[config.mk]
export PLATFORM = sky130hd
export DESIGN_NAME = dmem_arbiter
export DESIGN_NICKNAME = d
export VERILOG_FILES = /design/src/rtl/dmem_arb_pkg.sv /design/src/rtl/rr_arbiter2.sv /design/src/rtl/dmem_arbiter.sv
export SDC_FILE = /design/constraint.sdc
export NUM_CORES = 1
export LEC_CHECK = 0
export ABC_AREA = 1
export CAP_MARGIN = 40
export CORE_MARGIN = 5
export CORE_UTILIZATION = 43
export CTS_BUF_LIST = sky130_fd_sc_hd__clkbuf_4 sky130_fd_sc_hd__clkbuf_8
export CTS_CLUSTER_SIZE = 12
export DETAILED_ROUTE_END_ITERATION = 12
export HOLD_SLACK_MARGIN = 0.08
export PLACE_DENSITY = 0.89
export SETUP_SLACK_MARGIN = 0.1
export SYNTH_ARGS = -nofsm -noshare
export SYNTH_HDL_FRONTEND = slang
export SYNTH_SLANG_ARGS = --single-unit
[constraint.sdc]
create_clock -name clk -period 6.2 [get_ports clk]
set_input_delay 0.93 -clock clk [delete_from_list [all_inputs] [get_ports clk]]
set_output_delay 0.93 -clock clk [all_outputs]
set_load 0.005 [all_outputs]
[src/rtl/dmem_arb_pkg.sv]
// -----------------------------------------------------------------------------
// dmem_arb_pkg
// Shared definitions for the two-port data-memory arbiter:
//   - port-id constants (PORT_CPU / PORT_DBG)
//   - stage-1 pipeline entry struct (valid, port, wr, addr, wdata)
//   - addr_err(): alignment / range check of a byte address
// No ports (package).
// -----------------------------------------------------------------------------
package dmem_arb_pkg;

    localparam int unsigned ARB_ADDR_W = 32;
    localparam int unsigned ARB_DATA_W = 32;

    localparam logic PORT_CPU = 1'b0;
    localparam logic PORT_DBG = 1'b1;

    typedef struct packed {
        logic                  valid;
        logic                  port;
        logic                  wr;
        logic [ARB_ADDR_W-1:0] addr;
        logic [ARB_DATA_W-1:0] wdata;
    } stage1_t;

    // A word access is legal only when word aligned and the whole word
    // lies inside memory, i.e. addr <= last_word (= MEM_DEPTH - 4).
    function automatic logic addr_err(input logic [ARB_ADDR_W-1:0] addr,
                                      input logic [ARB_ADDR_W-1:0] last_word);
        return (addr[1:0] != 2'b00) || (addr > last_word);
    endfunction

endpackage

[src/rtl/rr_arbiter2.sv]
// -----------------------------------------------------------------------------
// rr_arbiter2
// Two-way round-robin arbiter with combinational grant.
//   clk, rst   : clock / asynchronous active-high reset
//   req0, req1 : requests
//   gnt0, gnt1 : grants (combinational, at most one high)
// On contention the port that was not granted most recently wins. The
// last-winner register resets to PORT_DBG so port 0 wins the first conflict,
// and it only moves when a grant is actually given.
// -----------------------------------------------------------------------------
module rr_arbiter2
    import dmem_arb_pkg::*;
(
    input  logic clk,
    input  logic rst,
    input  logic req0,
    input  logic req1,
    output logic gnt0,
    output logic gnt1
);

    logic r_last;

    assign gnt0 = req0 && (!req1 || (r_last == PORT_DBG));
    assign gnt1 = req1 && (!req0 || (r_last == PORT_CPU));

    // NOTE: sequential state uses non-blocking assignments so every register
    // samples the pre-edge values regardless of block evaluation order.
    always_ff @(posedge clk or posedge rst) begin
        if (rst) begin
            r_last <= PORT_DBG;
        end else if (gnt0) begin
            r_last <= PORT_CPU;
        end else if (gnt1) begin
            r_last <= PORT_DBG;
        end
    end

endmodule

[src/rtl/dmem_arbiter.sv]
// -----------------------------------------------------------------------------
// dmem_arbiter
// Shares one byte-addressed, big-endian 32-bit data memory between the CPU
// data port (port 0) and the debug/DMA port (port 1). Two-stage pipeline:
// cycle N arbitrate/accept, N+1 memory access, N+2 response (rvalid pulse).
//
// Ports:
//   clk, rst                         clock / async active-high reset
//   reqX, addrX, wrX, wdataX         request side of port X (X = 0, 1)
//   gntX                             combinational accept
//   rvalidX, rdataX, errX            registered response of port X
//   mem_addr, mem_wdata, mem_wr      memory command (from stage 1)
//   mem_rdata                        combinational memory read of mem_addr
//   perf_gnt0/1, perf_conflict       saturating counters (DMEM_ARB_PERF_EN)
//
// Optional feature macro: DMEM_ARB_PERF_EN adds the performance counters.
// -----------------------------------------------------------------------------
module dmem_arbiter
    import dmem_arb_pkg::*;
#(
    parameter int unsigned ADDR_W    = ARB_ADDR_W,
    parameter int unsigned DATA_W    = ARB_DATA_W,
    parameter int unsigned MEM_DEPTH = 1024
`ifdef DMEM_ARB_PERF_EN
    ,
    parameter int unsigned PERF_W    = 16
`endif
)(
    input  logic              clk,
    input  logic              rst,

    input  logic              req0,
    input  logic [ADDR_W-1:0] addr0,
    input  logic              wr0,
    input  logic [DATA_W-1:0] wdata0,
    output logic              gnt0,
    output logic              rvalid0,
    output logic [DATA_W-1:0] rdata0,
    output logic              err0,

    input  logic              req1,
    input  logic [ADDR_W-1:0] addr1,
    input  logic              wr1,
    input  logic [DATA_W-1:0] wdata1,
    output logic              gnt1,
    output logic              rvalid1,
    output logic [DATA_W-1:0] rdata1,
    output logic              err1,

    output logic [ADDR_W-1:0] mem_addr,
    output logic [DATA_W-1:0] mem_wdata,
    output logic              mem_wr,
    input  logic [DATA_W-1:0] mem_rdata
`ifdef DMEM_ARB_PERF_EN
    ,
    output logic [PERF_W-1:0] perf_gnt0,
    output logic [PERF_W-1:0] perf_gnt1,
    output logic [PERF_W-1:0] perf_conflict
`endif
);

    localparam logic [ADDR_W-1:0] LAST_WORD = ADDR_W'(MEM_DEPTH - 4);

    logic              w_gnt0;
    logic              w_gnt1;
    stage1_t           w_s1_next;
    stage1_t           r_s1;
    logic              w_s1_err;
    logic [DATA_W-1:0] w_resp_data;

    logic              r_rvalid0;
    logic              r_rvalid1;
    logic [DATA_W-1:0] r_rdata0;
    logic [DATA_W-1:0] r_rdata1;
    logic              r_err0;
    logic              r_err1;

    // ---------------- stage 0: arbitration ----------------
    rr_arbiter2 u_rr (
        .clk  (clk),
        .rst  (rst),
        .req0 (req0),
        .req1 (req1),
        .gnt0 (w_gnt0),
        .gnt1 (w_gnt1)
    );

    assign gnt0 = w_gnt0;
    assign gnt1 = w_gnt1;

    // NOTE: the whole struct gets a default first so every field is assigned
    // on every path and no latch is inferred.
    always_comb begin
        w_s1_next       = '0;
        w_s1_next.valid = w_gnt0 | w_gnt1;
        w_s1_next.port  = w_gnt1 ? PORT_DBG : PORT_CPU;
        w_s1_next.wr    = w_gnt1 ? wr1    : wr0;
        w_s1_next.addr  = w_gnt1 ? addr1  : addr0;
        w_s1_next.wdata = w_gnt1 ? wdata1 : wdata0;
    end

    // The payload is only reloaded on a grant, so mem_addr/mem_wdata keep
    // their last values while the arbiter is idle.
    always_ff @(posedge clk or posedge rst) begin
        if (rst) begin
            r_s1 <= '0;
        end else if (w_s1_next.valid) begin
            r_s1 <= w_s1_next;
        end else begin
            r_s1.valid <= 1'b0;
        end
    end

    // ---------------- stage 1: memory access ----------------
    assign w_s1_err    = addr_err(r_s1.addr, LAST_WORD);
    assign mem_addr    = r_s1.addr;
    assign mem_wdata   = r_s1.wdata;
    assign mem_wr      = r_s1.valid & r_s1.wr & ~w_s1_err;
    assign w_resp_data = (r_s1.wr || w_s1_err) ? '0 : mem_rdata;

    // ---------------- stage 2: per-port response ----------------
    always_ff @(posedge clk or posedge rst) begin
        if (rst) begin
            r_rvalid0 <= 1'b0;
            r_rvalid1 <= 1'b0;
            r_rdata0  <= '0;
            r_rdata1  <= '0;
            r_err0    <= 1'b0;
            r_err1    <= 1'b0;
        end else begin
            r_rvalid0 <= r_s1.valid && (r_s1.port == PORT_CPU);
            r_rvalid1 <= r_s1.valid && (r_s1.port == PORT_DBG);
            if (r_s1.valid && (r_s1.port == PORT_CPU)) begin
                r_rdata0 <= w_resp_data;
                r_err0   <= w_s1_err;
            end
            if (r_s1.valid && (r_s1.port == PORT_DBG)) begin
                r_rdata1 <= w_resp_data;
                r_err1   <= w_s1_err;
            end
        end
    end

    assign rvalid0 = r_rvalid0;
    assign rvalid1 = r_rvalid1;
    assign rdata0  = r_rdata0;
    assign rdata1  = r_rdata1;
    assign err0    = r_err0;
    assign err1    = r_err1;

`ifdef DMEM_ARB_PERF_EN
    // ---------------- saturating performance counters ----------------
    logic [PERF_W-1:0] r_perf_gnt0;
    logic [PERF_W-1:0] r_perf_gnt1;
    logic [PERF_W-1:0] r_perf_conflict;

    always_ff @(posedge clk or posedge rst) begin
        if (rst) begin
            r_perf_gnt0     <= '0;
            r_perf_gnt1     <= '0;
            r_perf_conflict <= '0;
        end else begin
            if (w_gnt0 && (r_perf_gnt0 != '1)) begin
                r_perf_gnt0 <= r_perf_gnt0 + PERF_W'(1);
            end
            if (w_gnt1 && (r_perf_gnt1 != '1)) begin
                r_perf_gnt1 <= r_perf_gnt1 + PERF_W'(1);
            end
            if (req0 && req1 && (r_perf_conflict != '1)) begin
                r_perf_conflict <= r_perf_conflict + PERF_W'(1);
            end
        end
    end

    assign perf_gnt0     = r_perf_gnt0;
    assign perf_gnt1     = r_perf_gnt1;
    assign perf_conflict = r_perf_conflict;
`endif

endmodule

# After elaboration in Yosys (flattened, before gate mapping)

Index checks and enable logic that the tools add are counted.

Flip-flop bits (word level): 136
Input bits: 166
Output and inout bits: 135
Logic and storage cells: 39

$lt $le $gt $ge: 1
Mux-type cells: 8
Bitwise logic cells: 6
Reductions and logical operators: 12

Operator list:

| cell                 | count |
|---|---|
| $mux 32              | 3 |
| $gt 32x10->1 const B | 1 |
| $mux 1               | 5 |
| $logic_and 1x1->1    | 4 |
| $logic_or 1x1->1     | 4 |
| $reduce_bool 2->1    | 2 |
| $not 1->1            | 3 |
| $and 1x1->1          | 2 |
| $logic_not 1->1      | 2 |
| $or 1x1->1           | 1 |

# Logic depth before layout (Yosys ltp)

Gate-level depths: netlist (run 1).

Word-level depth: 5
Mapped depth: 9
Mapped depth without buffers: 7

# Cells and area by module

Synthesis (run 1) repeated with hierarchy kept, for this count alone.

Cells, all modules: 752
Area, all modules: 6505.0 um^2

By module, submodules not included:

| module       | times used | cells each | area each (um^2) | seq. area each (um^2) |
|---|---|---|---|---|
| dmem_arbiter | 1          | 740        | 6436.2           | 3378.2 |
| rr_arbiter2  | 1          | 12         | 68.8             | 26.3 |

# Least setup slack after synthesis (run 1)

OpenSTA, ideal clock, no wires.

Path type: input port to output port
Start point: in req0
End point: out gnt1
Data arrival time: 1.477 ns
Data required time: 5.270 ns
Slack: 3.793 ns
Stages: 5
Path buffers: 2
Path through: nand2_1 > nand2_1 > inv_2 > buf_4 > buf_2

Cells in the longest elaborated chain, start to end: 3

RTL lines:

| item              | line               | source |
|---|---|---|
| from (decl)       | dmem_arbiter.sv:32 | `input logic req0,` |
| $logic_not 1->1   | rr_arbiter2.sv:25  | `assign gnt1 = req1 && (!req0 \|\| (r_last == PORT_CPU));` |
| $logic_or 1x1->1  | rr_arbiter2.sv:25  |  |
| $logic_and 1x1->1 | rr_arbiter2.sv:25  |  |
| to (decl)         | dmem_arbiter.sv:45 | `output logic gnt1,` |

Every way passes these cells.

# Final worst setup path (run 1)

Start point: reg r_s1 (netlist bit mem_addr[16])
End point: out mem_wr

Cells in the longest elaborated chain, start to end: 4

RTL lines:

| item                   | line                | source |
|---|---|---|
| from (decl)            | dmem_arbiter.sv:67  | `stage1_t r_s1;` |
| from (signal assigned) | dmem_arbiter.sv:108 | `r_s1 <= w_s1_next;` |
| $gt 32x10->1           | dmem_arb_pkg.sv:29  | `return (addr[1:0] != 2'b00) \|\| (addr > last_word);` |
| $logic_or 1x1->1       | dmem_arb_pkg.sv:29  |  |
| $not 1->1              | dmem_arbiter.sv:118 | `assign mem_wr = r_s1.valid & r_s1.wr & ~w_s1_err;` |
| $and 1x1->1            | dmem_arbiter.sv:118 |  |
| to (decl)              | dmem_arbiter.sv:52  | `output logic mem_wr,` |

Every way passes these cells.

==> results of run 1 <==
metal layers:
metal	vias up	part of all wire, %
met5	-	0
met2	314	49
met4	0	2.4
met1	2801	39
met3	35	10
li1	2835	-
cell usage in the layout (no fill, tap or decap):
cell type        count
inv_2                3
nand4_1             65
o22ai_1              1
inv_1                4
nand2_1            211
clkinv_2             5
clkinv_4             3
and3_1               1
dfrtp_1            135
o21ai_0             24
o21ai_1             11
clkbuf_8            18
nor2_1             121
nor2_4               1
buf_4                7
bufinv_16            1
nand3_2              1
clkinvlp_4           2
clkinv_1             1
clkdlybuf4s50_1    300
o31ai_1             40
nand2_2              1
a31oi_1              9
buf_12               1
dfstp_2              1
buf_16               2
inv_6                4
power by group through the flow:
stage | Clock (W) | Combinational (W) | Sequential (W)
after floorplan | 0 | 0.000250 | 0.000996
after global placement | 0 | 0.000443 | 0.00101
after CTS | 0.000704 | 0.000465 | 0.000992
after detailed placement | 0 | 0.000463 | 0.00101
final | 0.000685 | 0.000460 | 0.000992
after global routing | 0.000744 | 0.000498 | 0.00100
stage by stage:
step | hold WS (ns) | utilization (%) | instance area, sq um | setup WS [ns] | power (W)
detailed placement | 0.465 | 61.9 | 9030 | 2.44 | 0.00147
CTS | 0.485 | 64.4 | 9400 | 2.49 | 0.00216
global placement | 0.461 | 61.4 | 8950 | 2.24 | 0.00145
global route | 0.505 | 64.4 | 9400 | 2.34 | 0.00224
floorplan | 0.453 | - | 6420 | 1.63 | 0.00125
finish | 0.482 | 64.4 | 9400 | 2.54 | 0.00214
cell type report:
| class | instances | area share [%] |
|---|---|---|
| Clock inverter | 14 | 1.30 |
| Multi-Input combinational cell | 486 | 23.7 |
| Tap cell | 184 | 2.45 |
| Sequential cell | 136 | 36.2 |
| Clock buffer | 18 | 2.64 |
| Timing Repair Buffer | 310 | 33.3 |
| Inverter | 9 | 0.413 |
flip-flops by register name (all words and copies together), names as in the netlist:
signal,count
rvalid0,1
err1,1
r_s1,3
rdata1,32
mem_wdata,32
err0,1
rdata0,32
u_rr.r_last,1
rvalid1,1
mem_addr,32
worst paths after layout:
check                                         start                         to  slack (ns)  depth (start not counted)
min                          rdata1[29]$_DFFE_PP0P_     rdata1[29]$_DFFE_PP0P_        0.48                          2
max in group asynchronous                       rst  mem_wdata[19]$_DFFE_PP0P_        3.98                          3
max                        mem_addr[16]$_DFFE_PP0P_                     mem_wr        2.54                          8
min reg2reg                  rdata1[29]$_DFFE_PP0P_     rdata1[29]$_DFFE_PP0P_        0.48                          2
max reg2reg                 u_rr.r_last$_DFFE_PP1P_  mem_wdata[31]$_DFFE_PP0P_        3.47                          6
min in group asynchronous                       rst  mem_wdata[10]$_DFFE_PP0P_        0.99                          2
cells by family after synthesis:
logic type,synth area share (%)
compound gates,8.38
buf+inv,12.5
flops,53.0
simple gates,26.1
worst max-delay path: cells and delay by family, from the launching register on:
kind	cells	cell delay [ns]
buffers and inverters	2	1.05
DFF	1	0.43
and+or+nand+nor	6	0.81
==> out/summary.txt, run 1 <==
vias in the first global route = 5,834
Final Cycle Share = 59.0%
share of the synthesized area in the top cell type = 52.6%
Mapped Area = 0.00642 sq mm
setup violators final = 0
WL/cell = 17.2 um
Max-cap violations = 0
dpl cells = 1,125
Max Root-Sink Buffers = 2
Yosys reg bits = 136
vias = 5,985
clk sink count = 136
Setup crit start kind = flip-flop
crit-path max cell delay = 0.53 ns
Critical-path top delay cell = clkdlybuf4s50_1
P_sw = 0.000607 W
cells resized by post-CTS repair = 0
Seq pwr share = 46.4%
H-Tree Depth = 4
Pleak = 4.20 nW
Finished Layout Cells = 1,157
most frequent cell after synthesis = nand2_1
Clock power frac = 32.1%
Synth area leaders = dfrtp_1, nand2_1, buf_4, nor2_1, nand4_1
Final Hold Fails = 0
Worst Max-Slew Pin Slew = 0.732 ns
Detailed Route WL = 19,900 um
status = finished, final reports clean
ys async rst share = 100%
Cell Rows = 44
core area = 0.0146 sq mm
die footprint = 0.0175 sq mm
CP Max Fanout = 67
global route hottest layer = met2
synth warn = 0
Avg Inst Size Synth = 8.59 sq um
met3 Usage GRT = 7.79%
DRT antenna net count = 0
Req. time, crit path = 5.27 ns
syn_nets = 914
register area = 0.00340 sq mm
CP cell instances = nor2_1, nand2_1, nor2_1, nand2_1, nor2_4, buf_4, and3_1, clkdlybuf4s50_1
root buffer cell = clkbuf_8
Max Clock Skew = 0.0148 ns
Switching Fraction = 28.4%
nets@finish = 1,126
Fmax = 273 MHz
RSZ-0062 raised after global routing = false
Via-to-Cell Ratio = 5.17
largest net degree at the start of global routing = 84
post-synthesis sequential area ratio = 53.0%
Initial Util = 44.0%
number of flops mapped to enable cells by yosys = 0
Hold Buf Count CTS = 0
slew margin rel. = 51.2%
initial antenna violation count = 0
Post-Synthesis Cells = 748
clk slew on worst S/H paths = 0.08 ns
Ports = 301
Sum Neg Setup Slack = 0 ns
worst path arrival time = 2.73 ns
area leader, netlist = dfrtp_1
CP Class = flip-flop to output pin
I/O Buffers = 300
Main synth FF type = dfrtp_1
Final Max Slew Viols = 0
later-pin clock latency in the skew report = 0.43 ns
post-CTS setup buffer count = 0
Die H = 132 um
die width = 132 um
RD Place Congestion = 0.834
Distinct cells, synth = 20
hpwl dp = 14,400 um
# fillers = 1,135
drt first-iter violations = 465
Gate power share = 21.5%
Worst VDD drop = 0.133 mV
met1 Track Usage GR = 27.2%
GRT Resource Usage Total = 21.9%
synth cell count leaders = nand2_1, dfrtp_1, nor2_1
First-pass DRT Iterations = 7
pwr/cell area = 227 mW/mm^2
area grow syn2layout = 46.3%
area of the multi-input gates = 0.00222 sq mm
M2 GR Usage = 35.6%
DRC Markers = 0
share of cells above drive strength 1 = 5.14%
Num CTS Buffers = 17
crit path time final = 3.66 ns
Int Power = 0.00153 W
grt total ovfl = 0
Worst Hold Class = flip-flop to flip-flop
global-route wire length before repair = 31,200 um
CTS tree = yes
Crit. End Element = output pin
ANT cells = 0
(Power assumes the default switching activity.)
==> inputs of run 2 (changes only) <==
- CORE_UTILIZATION: 43 -> 39
- PLACE_DENSITY: 0.89 -> 0.86
- clock period: 6.2 -> 3.05 ns (I/O delays scaled with it)
==> run 2 against run 1 <==
Worst hold slack gained 0.0012 ns; non-clock buffer count increased by 1; clock skew hardly changed; critical path type unchanged.
==> out/summary.txt, run 2 (synthesis results as in run 1) <==
area post-placement = 0.00909 sq mm
Final Util = 58.0%
CP Max Fanout = 3
area of the multi-input gates = 0.00222 sq mm
global-route wire length before repair = 31,200 um
CTS tree = yes
Req. time, crit path = 2.59 ns
reg2reg end = rdata1[31]$_DFFE_PP0P_
area grow syn2layout = 47.6%
die footprint = 0.0191 sq mm
worst path arrival time = 2.05 ns
Max Root-Sink Buffers = 2
Pleak = 4.20 nW
Fmax = 399 MHz
Critical-path top delay cell = clkdlybuf4s50_1
largest net degree at the start of global routing = 137
RD Place Congestion = 0.807
vias = 5,996
most common cell after layout, fill and taps aside = clkdlybuf4s50_1
core area = 0.0163 sq mm
Final Max Slew Viols = 0
Die H = 138 um
status = finished, final reports clean
later-pin clock latency in the skew report = 0.44 ns
Worst Hold Class = flip-flop to flip-flop
wire length on met2 = 9790 um
post-CTS setup buffer count = 0
commonest non-fill, non-tap cells in the layout = clkdlybuf4s50_1, nand2_1, dfrtp_1
Top Metal Used = met4
initial antenna violation count = 0
Initial Util = 39.3%
DRT met1 WL = 7550 um
slew margin rel. = 49.4%
nets@finish = 1,127
Cells on Worst Hold Path = 2
Worst VDD drop = 0.344 mV
clk slew on worst S/H paths = 0.08 ns
WL/cell = 16.6 um
root buffer cell = clkbuf_8
crit-path max cell delay = 0.52 ns
First-pass DRT Iterations = 5
I/O Buffers = 300
worst r2r path cells = 8
share of cells above drive strength 1 = 5.34%
# fillers = 1,421
H-Tree Depth = 4
metal3 WL = 1960 um
GRT Resource Usage Total = 20.2%
Via-to-Cell Ratio = 5.02
drt first-iter violations = 321
RSZ-0062 raised after global routing = false
Ports = 301
vias in the first global route = 5,970
worst hold path endpoint = rdata1[7]$_DFFE_PP0P_
Num CTS Buffers = 17
register area = 0.00340 sq mm
final non-filler cell area = 0.00948 sq mm
worst r2r src = mem_addr[18]$_DFFE_PP0P_
setup violators final = 0
Final Cycle Share = 82.2%
Cell Rows = 47
Hold Buf Count CTS = 0
ANT cells = 0
CP cell instances = nor2_1, nand2_1, nor2_1, nand2_1, nor2_4, and3_1, clkdlybuf4s50_1
hpwl dp = 14,300 um
Max Clock Skew = 0.0146 ns
die width = 138 um
Crit. End Element = output pin
clk sink count = 136
Worst Min Path Start = rdata1[7]$_DFFE_PP0P_
Detailed Route WL = 19,800 um
Final Hold Fails = 0
Max-cap violations = 0
grt total ovfl = 0
DRT antenna net count = 0
reg-to-reg setup timing slack = 1.13 ns
Setup crit start kind = flip-flop
cell class contributing the biggest share of worst-path delay = simple AND/OR/NAND/NOR gates
dpl cells = 1,162
Sum Neg Setup Slack = 0 ns
DRC Markers = 0
cells resized by post-CTS repair = 0
pwr/cell area = 467 mW/mm^2
CP Class = flip-flop to output pin
post-route total power = 0.00442 W
Finished Layout Cells = 1,194
crit path time final = 2.51 ns
Worst Max-Slew Pin Slew = 0.758 ns
buffers and inverters on the worst path = 1
[run 2: worst max path at each step]
| stage | start | endpoint | slack, ns | cells after the start |
|---|---|---|---|---|
| after floorplan | rst | err0$_DFFE_PP0P_ | 0.90 | 1 |
| after global placement | req0 | gnt0 | 0.75 | 4 |
| after detailed placement | req0 | mem_wdata[11]$_DFFE_PP0P_ | 0.69 | 6 |
| after CTS | mem_addr[18]$_DFFE_PP0P_ | mem_wr | 0.43 | 7 |
| after global routing | mem_addr[18]$_DFFE_PP0P_ | mem_wr | 0.35 | 7 |
| final | mem_addr[18]$_DFFE_PP0P_ | mem_wr | 0.54 | 7 |
[run 2: worst reg2reg max path: stages (launching register included)]
cell and delay, ns:
dfrtp_1 0.41, nor2_1 0.14, nand2_1 0.09, nor2_1 0.10
nand2_1 0.10, nor2_4 0.10, buf_4 0.50, nand4_1 0.29
nand2_1 0.11
[run 2: final cells by class]
cell class	count	share of cell area, %
multi-input cells	486	23.5
flip-flops and latches	136	35.9
clock inverters	15	1.64
inverters	9	0.396
clock buffers	17	2.47
well taps	220	2.90
repair buffers	311	33.2
[run 2: per-stage QoR]
stage / hold WS, ns / setup WS, ns
2_1_floorplan: 0.453 / 0.900
4_1_cts: 0.488 / 0.427
5_1_grt: 0.508 / 0.347
6_report: 0.483 / 0.543
3_5_place_dp: 0.465 / 0.687
3_3_place_gp: 0.462 / 0.747
[run 2: where the power goes]
group          internal [W]  total, W  switching [W]
logic              0.000511  0.000932       0.000421
clock network      0.000676   0.00148       0.000801
registers           0.00193   0.00201      0.0000843
[run 2: layer usage]
layer  vias up  global-route usage (%)
li1       2844                       -
met1      2833                    23.7
met2       283                    34.2
met3        36                    7.15
met4         0                    7.28
met5         -                       0
